$ cat src/rtl/tl_a_client_arbiter.sv
// Two-client TileLink-UL arbiter: round-robin A with grant lock on stall, D routed by source[9].
// A/D datapaths are combinational; only grant and per-client credit state is registered.
module tl_a_client_arbiter #(
   parameter int MAX_OUTSTANDING = 8
) (
   input  logic        clock,
   input  logic        reset,
   // client 0
   output logic        auto_in0_a_ready,
   input  logic        auto_in0_a_valid,
   input  logic [2:0]  auto_in0_a_bits_opcode,
   input  logic [2:0]  auto_in0_a_bits_param,
   input  logic [1:0]  auto_in0_a_bits_size,
   input  logic [8:0]  auto_in0_a_bits_source,
   input  logic [32:0] auto_in0_a_bits_address,
   input  logic [7:0]  auto_in0_a_bits_mask,
   input  logic [63:0] auto_in0_a_bits_data,
   input  logic        auto_in0_d_ready,
   output logic        auto_in0_d_valid,
   output logic [2:0]  auto_in0_d_bits_opcode,
   output logic [1:0]  auto_in0_d_bits_param,
   output logic [1:0]  auto_in0_d_bits_size,
   output logic [8:0]  auto_in0_d_bits_source,
   output logic        auto_in0_d_bits_sink,
   output logic        auto_in0_d_bits_denied,
   output logic [63:0] auto_in0_d_bits_data,
   output logic        auto_in0_d_bits_corrupt,
   // client 1
   output logic        auto_in1_a_ready,
   input  logic        auto_in1_a_valid,
   input  logic [2:0]  auto_in1_a_bits_opcode,
   input  logic [2:0]  auto_in1_a_bits_param,
   input  logic [1:0]  auto_in1_a_bits_size,
   input  logic [8:0]  auto_in1_a_bits_source,
   input  logic [32:0] auto_in1_a_bits_address,
   input  logic [7:0]  auto_in1_a_bits_mask,
   input  logic [63:0] auto_in1_a_bits_data,
   input  logic        auto_in1_d_ready,
   output logic        auto_in1_d_valid,
   output logic [2:0]  auto_in1_d_bits_opcode,
   output logic [1:0]  auto_in1_d_bits_param,
   output logic [1:0]  auto_in1_d_bits_size,
   output logic [8:0]  auto_in1_d_bits_source,
   output logic        auto_in1_d_bits_sink,
   output logic        auto_in1_d_bits_denied,
   output logic [63:0] auto_in1_d_bits_data,
   output logic        auto_in1_d_bits_corrupt,
   // shared buffered link
   input  logic        auto_out_a_ready,
   output logic        auto_out_a_valid,
   output logic [2:0]  auto_out_a_bits_opcode,
   output logic [2:0]  auto_out_a_bits_param,
   output logic [1:0]  auto_out_a_bits_size,
   output logic [9:0]  auto_out_a_bits_source,
   output logic [32:0] auto_out_a_bits_address,
   output logic [7:0]  auto_out_a_bits_mask,
   output logic [63:0] auto_out_a_bits_data,
   output logic        auto_out_d_ready,
   input  logic        auto_out_d_valid,
   input  logic [2:0]  auto_out_d_bits_opcode,
   input  logic [1:0]  auto_out_d_bits_param,
   input  logic [1:0]  auto_out_d_bits_size,
   input  logic [9:0]  auto_out_d_bits_source,
   input  logic        auto_out_d_bits_sink,
   input  logic        auto_out_d_bits_denied,
   input  logic [63:0] auto_out_d_bits_data,
   input  logic        auto_out_d_bits_corrupt,
   output logic        stray_d_err
);

   localparam logic [3:0] MAX_CNT = 4'(MAX_OUTSTANDING);

   logic       last_q, last_d, lock_q, lock_d, lock_id_q, lock_id_d, err_q, err_d;
   logic [3:0] cnt0_q, cnt0_d, cnt1_q, cnt1_d;
   logic       elig0, elig1, win, win_elig, a_fire, d_id, d_fire, d_hit_zero;

   // Eligibility uses registered counts, so a same-cycle D never unmasks a full client.
   assign elig0 = auto_in0_a_valid && (cnt0_q < MAX_CNT);
   assign elig1 = auto_in1_a_valid && (cnt1_q < MAX_CNT);

   always_comb begin
      win = 1'b0;
      if (lock_q)              win = lock_id_q;
      else if (elig0 && elig1) win = ~last_q;
      else if (elig1)          win = 1'b1;
   end

   assign win_elig         = win ? elig1 : elig0;
   assign auto_out_a_valid = reset & win_elig;
   assign auto_in0_a_ready = reset & auto_out_a_ready & ~win & elig0;
   assign auto_in1_a_ready = reset & auto_out_a_ready &  win & elig1;
   assign a_fire           = auto_out_a_valid & auto_out_a_ready;

   assign auto_out_a_bits_opcode  = win ? auto_in1_a_bits_opcode  : auto_in0_a_bits_opcode;
   assign auto_out_a_bits_param   = win ? auto_in1_a_bits_param   : auto_in0_a_bits_param;
   assign auto_out_a_bits_size    = win ? auto_in1_a_bits_size    : auto_in0_a_bits_size;
   assign auto_out_a_bits_source  = {win, (win ? auto_in1_a_bits_source : auto_in0_a_bits_source)};
   assign auto_out_a_bits_address = win ? auto_in1_a_bits_address : auto_in0_a_bits_address;
   assign auto_out_a_bits_mask    = win ? auto_in1_a_bits_mask    : auto_in0_a_bits_mask;
   assign auto_out_a_bits_data    = win ? auto_in1_a_bits_data    : auto_in0_a_bits_data;

   assign d_id             = auto_out_d_bits_source[9];
   assign auto_in0_d_valid = reset & auto_out_d_valid & ~d_id;
   assign auto_in1_d_valid = reset & auto_out_d_valid &  d_id;
   assign auto_out_d_ready = reset & (d_id ? auto_in1_d_ready : auto_in0_d_ready);
   assign d_fire           = auto_out_d_valid & auto_out_d_ready;
   assign d_hit_zero       = d_fire && ((d_id ? cnt1_q : cnt0_q) == 4'd0);

   assign auto_in0_d_bits_opcode  = auto_out_d_bits_opcode;
   assign auto_in0_d_bits_param   = auto_out_d_bits_param;
   assign auto_in0_d_bits_size    = auto_out_d_bits_size;
   assign auto_in0_d_bits_source  = auto_out_d_bits_source[8:0];
   assign auto_in0_d_bits_sink    = auto_out_d_bits_sink;
   assign auto_in0_d_bits_denied  = auto_out_d_bits_denied;
   assign auto_in0_d_bits_data    = auto_out_d_bits_data;
   assign auto_in0_d_bits_corrupt = auto_out_d_bits_corrupt;
   assign auto_in1_d_bits_opcode  = auto_out_d_bits_opcode;
   assign auto_in1_d_bits_param   = auto_out_d_bits_param;
   assign auto_in1_d_bits_size    = auto_out_d_bits_size;
   assign auto_in1_d_bits_source  = auto_out_d_bits_source[8:0];
   assign auto_in1_d_bits_sink    = auto_out_d_bits_sink;
   assign auto_in1_d_bits_denied  = auto_out_d_bits_denied;
   assign auto_in1_d_bits_data    = auto_out_d_bits_data;
   assign auto_in1_d_bits_corrupt = auto_out_d_bits_corrupt;

   assign stray_d_err = reset & err_q;

   // Saturating credit update; simultaneous A and D for one client cancel out.
   function automatic logic [3:0] next_cnt(input logic [3:0] c, input logic inc, input logic dec);
      logic [3:0] n;
      n = c;
      if (inc && !dec && (c < MAX_CNT)) n = c + 4'd1;
      else if (dec && !inc && (c != 4'd0)) n = c - 4'd1;
      return n;
   endfunction

   always_comb begin
      last_d    = last_q;
      lock_d    = lock_q;
      lock_id_d = lock_id_q;
      err_d     = err_q | d_hit_zero;
      if (a_fire) begin
         last_d = win;
         lock_d = 1'b0;
      end else if (auto_out_a_valid) begin
         lock_d    = 1'b1;
         lock_id_d = win;
      end
      cnt0_d = next_cnt(cnt0_q, a_fire & ~win, d_fire & ~d_id);
      cnt1_d = next_cnt(cnt1_q, a_fire &  win, d_fire &  d_id);
   end

   always_ff @(posedge clock or negedge reset) begin
      if (!reset) begin
         last_q    <= 1'b1;
         lock_q    <= 1'b0;
         lock_id_q <= 1'b0;
         cnt0_q    <= 4'd0;
         cnt1_q    <= 4'd0;
         err_q     <= 1'b0;
      end else begin
         last_q    <= last_d;
         lock_q    <= lock_d;
         lock_id_q <= lock_id_d;
         cnt0_q    <= cnt0_d;
         cnt1_q    <= cnt1_d;
         err_q     <= err_d;
      end
   end

endmodule

$ cat config.mk
export PLATFORM = sky130hd
export DESIGN_NAME = tl_a_client_arbiter
export DESIGN_NICKNAME = d
export VERILOG_FILES = /design/src/rtl/tl_a_client_arbiter.sv
export SDC_FILE = /design/constraint.sdc
export NUM_CORES = 1
export LEC_CHECK = 0
export BUFFER_PORTS_ARGS = -buffer_cell sky130_fd_sc_hd__buf_2
export CAP_MARGIN = 20
export CORE_AREA = 3 3 242 244
export CTS_CLUSTER_DIAMETER = 60
export DETAILED_ROUTE_END_ITERATION = 8
export DIE_AREA = 0 0 245 247
export GPL_TIMING_DRIVEN = 0
export SLEW_MARGIN = 20
export SYNTH_ARGS = -nofsm -noshare
export SYNTH_HDL_FRONTEND = slang
export SYNTH_SLANG_ARGS = --single-unit
export TNS_END_PERCENT = 100
$ cat constraint.sdc
create_clock -name clock -period 2.9 [get_ports clock]
set_clock_uncertainty 0.2 [all_clocks]
set_input_delay 0.145 -clock clock [delete_from_list [all_inputs] [get_ports clock]]
set_output_delay 0.145 -clock clock [all_outputs]
set_load 0.01 [all_outputs]
# == Word-level counts from Yosys, hierarchy flattened ==
# Cells that the tools add are included.
# word_totals
output_inout_bits,296
wordCells,76
register_bits,12
inputBits,336
# op_classes
bitwise,22
add_sub_neg,4
n_reduce_logical,23
muxes,19
magnitude_cmp,2
# op_table
cell,count
$mux 64,1
$mux 33,1
$mux 4,5
$and 1x1->1,17
$logic_and 1x1->1,12
$mux 9,1
$add 4x1->4 const B,2
$lt 4x4->1 const B,2
$mux 8,1
$reduce_bool 4->1,2
$sub 4x1->4 const B,2
$mux 1,7
$mux 3,2
$reduce_bool 2->1,3
$logic_not 1->1,4
$logic_not 4->1,1
$not 1->1,4
$mux 2,1
$reduce_and 2->1,1
$or 1x1->1,1

# == Depth between registers and ports, before layout ==
# Gate-level depths: netlist of run 1.
# depth
ltp_word,14
depth_mapped,9
ltp_nobuf,8

# == Worst setup path before layout of run 1 ==
# OpenSTA, ideal clock, no wires.
# synth_path
path_type,register -> register
start,reg cnt1_q[3]
end,reg cnt1_q[3]
n_path_buf,0
required_ns,2.574
synth_period_minus_slack_ns,2.822
slack_ns,0.078
setup_ns,0.126
t_arrival_ns,2.496
stages_incl_launch_ff,9
path_cell_list,dfrtp_1 -> nand2b_2 -> a2111oi_4 -> nand2_1 -> ha_1 -> a21o_1 -> a21o_1 -> o21bai_1 -> a221o_1
# synth_via
elab_chain_cells,13
word_cells_on_any_way,21
cone_classes,add/sub: 2; order compare: 1; mux: 6; bitwise: 3; reduce/logical: 9
# synth_lines
element,line_no,source
from (decl),74,"logic [3:0] cnt0_q, cnt0_d, cnt1_q, cnt1_d;"
from (signal assigned),166,cnt1_q <= cnt1_d;
$lt 4x4->1,"79, 132",
$logic_and 1x1->1,79,assign elig1 = auto_in1_a_valid && (cnt1_q < MAX_CNT);
$mux 1 or $logic_and 1x1->1 (tied branches),"85, 84",
$mux 1,84,else if (elig0 && elig1) win = ~last_q;
$mux 1,83,if (lock_q) win = lock_id_q;
$mux 1,88,assign win_elig = win ? elig1 : elig0;
$and 1x1->1,89,assign auto_out_a_valid = reset & win_elig;
$and 1x1->1,92,assign a_fire = auto_out_a_valid & auto_out_a_ready;
$and 1x1->1,150,"cnt1_d = next_cnt(cnt1_q, a_fire & win, d_fire & d_id);"
$logic_not 1->1,133,else if (dec && !inc && (c != 4'd0)) n = c - 4'd1;
$logic_and 1x1->1 (2 in series),133,
$reduce_bool 2->1 (no line),--,
# Several ways; a longest one is shown, not always the timed one. The select of a mux whose other input is x is not followed.
# A chain may end at the register's enable or synchronous reset.

# == Worst setup path after layout of run 1 ==
# layout_path
start,reg cnt1_q[3]
end,out auto_out_a_bits_source[3]
# layout_via
elab_chain_cells,6
word_cells_on_any_way,7
cone_classes,order compare: 1; mux: 4; reduce/logical: 2
# layout_lines
element,line_no,source
$lt 4x4->1 *,79,
$logic_and 1x1->1 *,79,
$mux 1 or $logic_and 1x1->1 (tied branches),"85, 84",
$mux 1 *,84,
$mux 1 *,83,
$mux 9 *,97,"assign auto_out_a_bits_source = {win, (win ? auto_in1_a_bits_source : auto_in0_a_bits_source)};"
to (decl),54,"output logic [9:0] auto_out_a_bits_source,"
# Every way passes the cells marked *; elsewhere a longest branch is shown, timed or not.

==> results.sh, run 1 <==
export IMPL_vias=4648
export IMPL_synth_simple_area_share=0.05998
export IMPL_p_per_area_nw_per_um2=534.0
export IMPL_crit_required_ns=2.56
export IMPL_synth_compound_area_frac=0.04791
export IMPL_period_minus_slack_ns=2.785
export IMPL_synth_adder_area_share=0.02482
export IMPL_floorplan_initialDensity=0.06425
export IMPL_ys_seq_area_frac=0.08307
export IMPL_syn_to_final_growth_pct=105.4
export IMPL_hold_start="auto_out_a_ready"
export IMPL_syn_area_per_cell_sq_um=9.403
export IMPL_cts_sinks=12
export IMPL_clk_pin_slew_ns=0.05
export IMPL_grt_pass1_vias=4468
export IMPL_syn_cell_area_sq_um=3630
export IMPL_synth_top_family_by_area="multiplexers"
export IMPL_ant_nets=0
export IMPL_ys_warn_count=0
export IMPL_layout_nets=1284
export IMPL_seqCellArea_sq_um=301.5
export IMPL_r2r_start="lock_q"
export IMPL_synth_edf_count=0
export IMPL_dp_hpwl_mm=22.00
export IMPL_die_area_sq_um=60520
export IMPL_finalHoldViolations=0
export IMPL_power_mw=3.981
export IMPL_grt_pass1_wl_mm=30.04
export IMPL_hold_class="in -> reg"
export IMPL_finalWeightedCongestion=0.7560
export IMPL_cts_made_buffers=3
export IMPL_multi_input_area_sq_um=1968
export IMPL_nFillCells=6479
export IMPL_synthMuxAreaShare=0.3974
export IMPL_report_final_slew_viol_count=0
export IMPL_synth_top_cell_area_share=0.3578
export IMPL_ys_ff_latch=12
export IMPL_slew_headroom=0.5922
export IMPL_worst_pin_slew_ns=0.6097
export IMPL_path_class="reg -> out"
export IMPL_grt_max_degree=13
export IMPL_firstDrtPassIters=4
export IMPL_fin_crit_sh=0.9602
export IMPL_yosysTopAreaCell="buf_4"
export IMPL_rrSetupSlack_ns=0.21
export IMPL_grt_use_total=0.06804
export IMPL_cp_max_fo=10
export IMPL_drc=0
export IMPL_synthArstFlopShare=1.000
export IMPL_vias_per_cell=2.726
export IMPL_overflow=0
export IMPL_drt_iter0_markers=93
export IMPL_cp_end_kind="primary output"
export IMPL_cp_start_kind="flop"
export IMPL_synthTopCellsByArea="buf_4 (36%), mux2_2 (20%), mux2_1 (19%)"
export IMPL_synth_top_flop_cell="dfrtp_1"
export IMPL_synthXorXnorAreaFrac=0.01206
export IMPL_max_freq_ghz=0.3591
export IMPL_drive_above_1_share=0.8608
export IMPL_routedWlPerCell_microns=14.14
export IMPL_hold_end="lock_id_q"
export IMPL_worstHoldPathCells=3
export IMPL_arrival_ns=2.44
export IMPL_p_leak_nw=3.942
export IMPL_vdd_drop_max_mv=0.3588
export IMPL_drt_total_wl_mm=24.11
export IMPL_root_buffer="clkbuf_16"
export IMPL_status="completed"
export IMPL_synth_cells=386
export IMPL_syn_nets=728
export IMPL_startpoint="cnt1_q[3]"
export IMPL_final_instance_count_excl_fill=1705
export IMPL_num_rows=87
export IMPL_die_h_microns=247
export IMPL_reg2reg_to="cnt1_q[3]"
export IMPL_core_area_sq_um=56500
export IMPL_r2r_cells=9
export IMPL_cts_buffer_depth=2
export IMPL_die_w_microns=245
export IMPL_setup_viol=0
export IMPL_drv_cap=0
export IMPL_clk_latency_ns=0.24
export IMPL_port_buffers=548
export IMPL_rsz0062_at_grt="false"
export IMPL_cts_tree="done"
export IMPL_ioPinCount=632
export IMPL_synth_distinct_cells=45
export IMPL_dp_cells=1690
export IMPL_antenna_found_initial=15
export IMPL_h_tree_depth=1
cells in the final DEF (no fill, tap or decap), types with 2 or more instances in the layout:
cell type / n
inv_1: 4
xnor2_1: 2
fa_1: 2
clkbuf_16: 3
mux2_2: 63
ha_1: 4
nand2b_1: 2
nand2_1: 4
buf_2: 554
diode_2: 8
and2_1: 2
and3_1: 2
buf_4: 176
nor2_1: 6
dfrtp_1: 11
nor4_1: 2
nand2b_2: 2
a21o_1: 4
a21oi_1: 2
mux2_1: 62
xor2_1: 3
nor3_1: 2
o21ai_0: 2
mux2i_1: 2
synthesized netlist by cell type, drive strengths merged (2+ instances only):
| library cell | instances |
|---|---|
| a21o | 4 |
| a21oi | 2 |
| and2 | 2 |
| and3 | 2 |
| buf | 181 |
| dfrtp | 11 |
| fa | 2 |
| ha | 4 |
| inv | 4 |
| mux2 | 126 |
| mux2i | 2 |
| nand2 | 5 |
| nand2b | 4 |
| nor2 | 6 |
| nor3 | 2 |
| nor4 | 2 |
| nor4b | 2 |
| o21ai | 2 |
| xnor2 | 2 |
| xor2 | 3 |
power breakdown:
group | switching [mW] | internal (mW)
combinational | 1.63 | 1.71
sequential | 0.102 | 0.257
clock | 0.0787 | 0.209
total | 1.81 | 2.17
final cells by class:
cell class / count / area share
Timing Repair Buffer: 551 / 0.3713
Multi-Input combinational cell: 189 / 0.2640
Buffer: 181 / 0.1808
Tap cell: 756 / 0.1269
Sequential cell: 12 / 0.04045
Clock buffer: 4 / 0.01192
Antenna cell: 8 / 0.002685
Inverter: 4 / 0.002014
cell families (layout without fill, tap and decap cells):
kind of cell / count (synthesis) / in the layout
AO/OA/AOI/OAI: 18 / 18
XOR/XNOR: 5 / 5
adder cells (fa/ha/maj): 6 / 6
buffers and inverters: 185 / 740
flip-flops: 12 / 12
multiplexers: 128 / 128
other: 0 / 8
AND/OR/NAND/NOR: 32 / 32
per-layer routing:
layer / track usage / vias to the layer above / share of wire
met1: 0.06844 / 2036 / 0.34
met4: 0.01476 / 6 / 0.018
met3: 0.03492 / 28 / 0.13
met5: 0 / - / 0.0019
li1: - / 2285 / -
met2: 0.1253 / 293 / 0.51
registers in the layout, summed over array words and instances (netlist names):
name	count
last_q	1
cnt0_q	4
cnt1_q	4
err_q	1
lock_id_q	1
lock_q	1
worst max-delay path by stage:
| stage | to | slack [ns] |
|---|---|---|
| 6_report | auto_out_a_bits_source[3] | 0.12 |
| 5_1_grt | auto_out_a_bits_source[3] | 0.01 |
| 4_1_cts | auto_out_a_bits_data[50] | 0.08 |
| 3_5_place_dp | auto_out_a_bits_data[50] | -0.14 |
| 3_3_place_gp | auto_out_a_bits_data[50] | -0.14 |
| 2_1_floorplan | cnt1_q[3] | 0.08 |
critical path, cell delays in order, from the launching register on:
cell and delay [ns]:
dfrtp_1 0.44, nand2b_2 0.26, o31ai_4 0.37, buf_4 0.25, buf_2 0.29, mux2_2 0.42
buf_2 0.15
metrics by stage:
step	TNS [ns]	area (sq um)	util	worst slack, ns	hold slack [ns]
5_1_grt	0	7445	0.1318	0.01294	0.1207
4_1_cts	0	7435	0.1316	0.08119	0.1070
3_3_place_gp	-3.841	7318	0.1295	-0.1365	-0.1017
2_1_floorplan	0	3630	-	0.07835	-0.3506
6_report	0	7455	0.1320	0.1153	0.1036
3_5_place_dp	-4.310	7318	0.1295	-0.1420	-0.09833
what timing repair did:
action                                  4_1_cts  5_1_grt
hold buffers                                  1        0
endpoints found under the hold margin        12        0
endpoints found under the setup margin       67        0
setup buffers                                 2        0
gates resized for setup                       1        0
Note: power is estimated with default switching activity, not from simulation.
==> run 2, diff against run 1 <==
--- a/config.mk
+++ b/config.mk
@@ -12,4 +12,5 @@
 export DETAILED_ROUTE_END_ITERATION = 8
 export DIE_AREA = 0 0 245 247
+export GPL_ROUTABILITY_DRIVEN = 0
 export GPL_TIMING_DRIVEN = 0
 export SLEW_MARGIN = 20
==> constraint.sdc (replaced) <==
create_clock -name clock -period 2.9 [get_ports clock]
set_clock_uncertainty 0.2 [all_clocks]
set_input_delay 0.29 -clock clock [delete_from_list [all_inputs] [get_ports clock]]
set_output_delay 0.29 -clock clock [all_outputs]
set_load 0.01 [all_outputs]
==> results.sh, run 2 (synthesized netlist as in run 1, its figures left out) <==
export IMPL_firstDrtPassIters=4
export IMPL_r2r_start="lock_q"
export IMPL_arrival_ns=2.33
export IMPL_h_tree_depth=1
export IMPL_crit_required_ns=2.41
export IMPL_worstHoldPathCells=3
export IMPL_overflow=0
export IMPL_floorplan_initialDensity=0.06425
export IMPL_rrSetupSlack_ns=0.22
export IMPL_hold_end="lock_id_q"
export IMPL_cp_max_fo=10
export IMPL_routedWlPerCell_microns=14.14
export IMPL_place_ws_ns=-0.2870
export IMPL_tns_ns=0
export IMPL_p_per_area_nw_per_um2=535.7
export IMPL_cp_start_kind="flop"
export IMPL_drt_total_wl_mm=24.14
export IMPL_mostFrequentLayoutCell="buf_2"
export IMPL_final_cell_mix="buf_2 (552), buf_4 (178), mux2_2 (63)"
export IMPL_largestRegisters="cnt0_q x4, cnt1_q x4"
export IMPL_grt_pass1_vias=4480
export IMPL_die_h_microns=247
export IMPL_cts_buffer_depth=2
export IMPL_dp_hpwl_mm=22.00
export IMPL_cpPeakStageDelay_ns=0.44
export IMPL_period_minus_slack_ns=2.822
export IMPL_finalWorstSetupSlack_ns=0.07830
export IMPL_port_buffers=548
export IMPL_vias=4677
export IMPL_nFillCells=6473
export IMPL_cpMaxStageDelayCell="dfrtp_1"
export IMPL_max_freq_ghz=0.3544
export IMPL_ant_nets=0
export IMPL_path_class="reg -> out"
export IMPL_crit_top_cell="buf_4"
export IMPL_clk_pin_slew_ns=0.05
export IMPL_p_leak_nw=3.953
export IMPL_antenna_found_initial=15
export IMPL_cp_end_kind="primary output"
export IMPL_reg2reg_to="cnt1_q[3]"
export IMPL_slew_headroom=0.6168
export IMPL_ioPinCount=632
export IMPL_cts_made_buffers=3
export IMPL_layout_nets=1286
export IMPL_cts_tree="done"
export IMPL_vdd_drop_max_mv=0.3594
export IMPL_status="completed"
export IMPL_drv_cap=0
export IMPL_grt_use_total=0.06811
export IMPL_num_rows=87
export IMPL_r2r_cells=9
export IMPL_path_cells="nand2b_2 > o31ai_4 > buf_4 > buf_6 > buf_4 > mux2_1 > buf_2"
export IMPL_drive_above_1_share=0.8600
export IMPL_drt_iter0_markers=93
export IMPL_clk_latency_ns=0.24
export IMPL_die_area_sq_um=60520
export IMPL_root_buffer="clkbuf_16"
export IMPL_report_final_slew_viol_count=0
export IMPL_hold_class="in -> reg"
export IMPL_setup_viol=0
export IMPL_worst_pin_slew_ns=0.5729
export IMPL_syn_to_final_growth_pct=106.1
export IMPL_core_area_sq_um=56500
export IMPL_cts_sinks=12
export IMPL_drc=0
export IMPL_vias_per_cell=2.740
export IMPL_power_mw=4.007
export IMPL_grt_pass1_wl_mm=30.07
export IMPL_die_w_microns=245
export IMPL_hold_start="auto_out_a_ready"
export IMPL_rsz0062_at_grt="true"
export IMPL_finalHoldViolations=0
export IMPL_grt_max_degree=12
export IMPL_fin_crit_sh=0.9730
## run 2: changes by cell type in the layout (fill, tap and decap cells not counted), sizes merged
cell         delta
buf             +1
dlygate4sd3     +1
## run 2: worst max path at each step
stage	startpoint	slack, ns	to
after floorplan	cnt1_q[3]	0.08	cnt1_q[3]
after global placement	cnt0_q[3]	-0.28	auto_out_a_bits_data[50]
after detailed placement	cnt0_q[3]	-0.29	auto_out_a_bits_data[50]
after CTS	cnt1_q[3]	-0.007	auto_out_a_bits_address[6]
after global routing	cnt1_q[3]	-0.04	auto_out_a_bits_data[26]
final	cnt1_q[3]	0.08	auto_out_a_bits_data[26]
## run 2: layout make-up
class	count	area, sq um	share of cell area
plain buffers	181	1356	0.1813
clock buffers	4	88.84	0.01187
diodes	8	20.02	0.002676
well taps	756	945.9	0.1264
multi-input cells	189	1968	0.2631
inverters	4	15.01	0.002007
flip-flops and latches	12	301.5	0.04031
repair buffers	553	2785	0.3723
## run 2: critical path: cells and delay by family, from the launching register on
kind	cells	cell delay, ns
buf+inv	4	0.73
compound gates	1	0.27
simple gates	1	0.26
mux	1	0.38
flops	1	0.44
## run 2: report_power, final
| group | switching, mW | internal (mW) |
|---|---|---|
| registers | 0.102 | 0.257 |
| clock network | 0.0791 | 0.209 |
| logic | 1.63 | 1.73 |
## run 2: through the flow
step | hold WS (ns) | cells | cell area (sq um) | utilization
after floorplan | -0.2056 | 386 | 3630 | -
after global placement | 0.04326 | 1690 | 7318 | 0.1295
after detailed placement | 0.04667 | 1690 | 7318 | 0.1295
after CTS | 0.2520 | 1698 | 7453 | 0.1319
after global routing | 0.2657 | 1703 | 7471 | 0.1322
final | 0.2482 | 1707 | 7481 | 0.1324
## run 2: what timing repair did
item,in CTS,in global routing
hold buffers,2,0
setup buffers,2,1
endpoints found under the hold margin,11,0
setup endpoints to repair,123,65
pin swaps,2,1
gates resized for setup,4,0
## run 2: per-layer routing
layer,wire length [microns],track usage
met5,41,0
met4,451,0.01476
met3,3137,0.03492
met2,12440,0.1257
met1,8068,0.06831
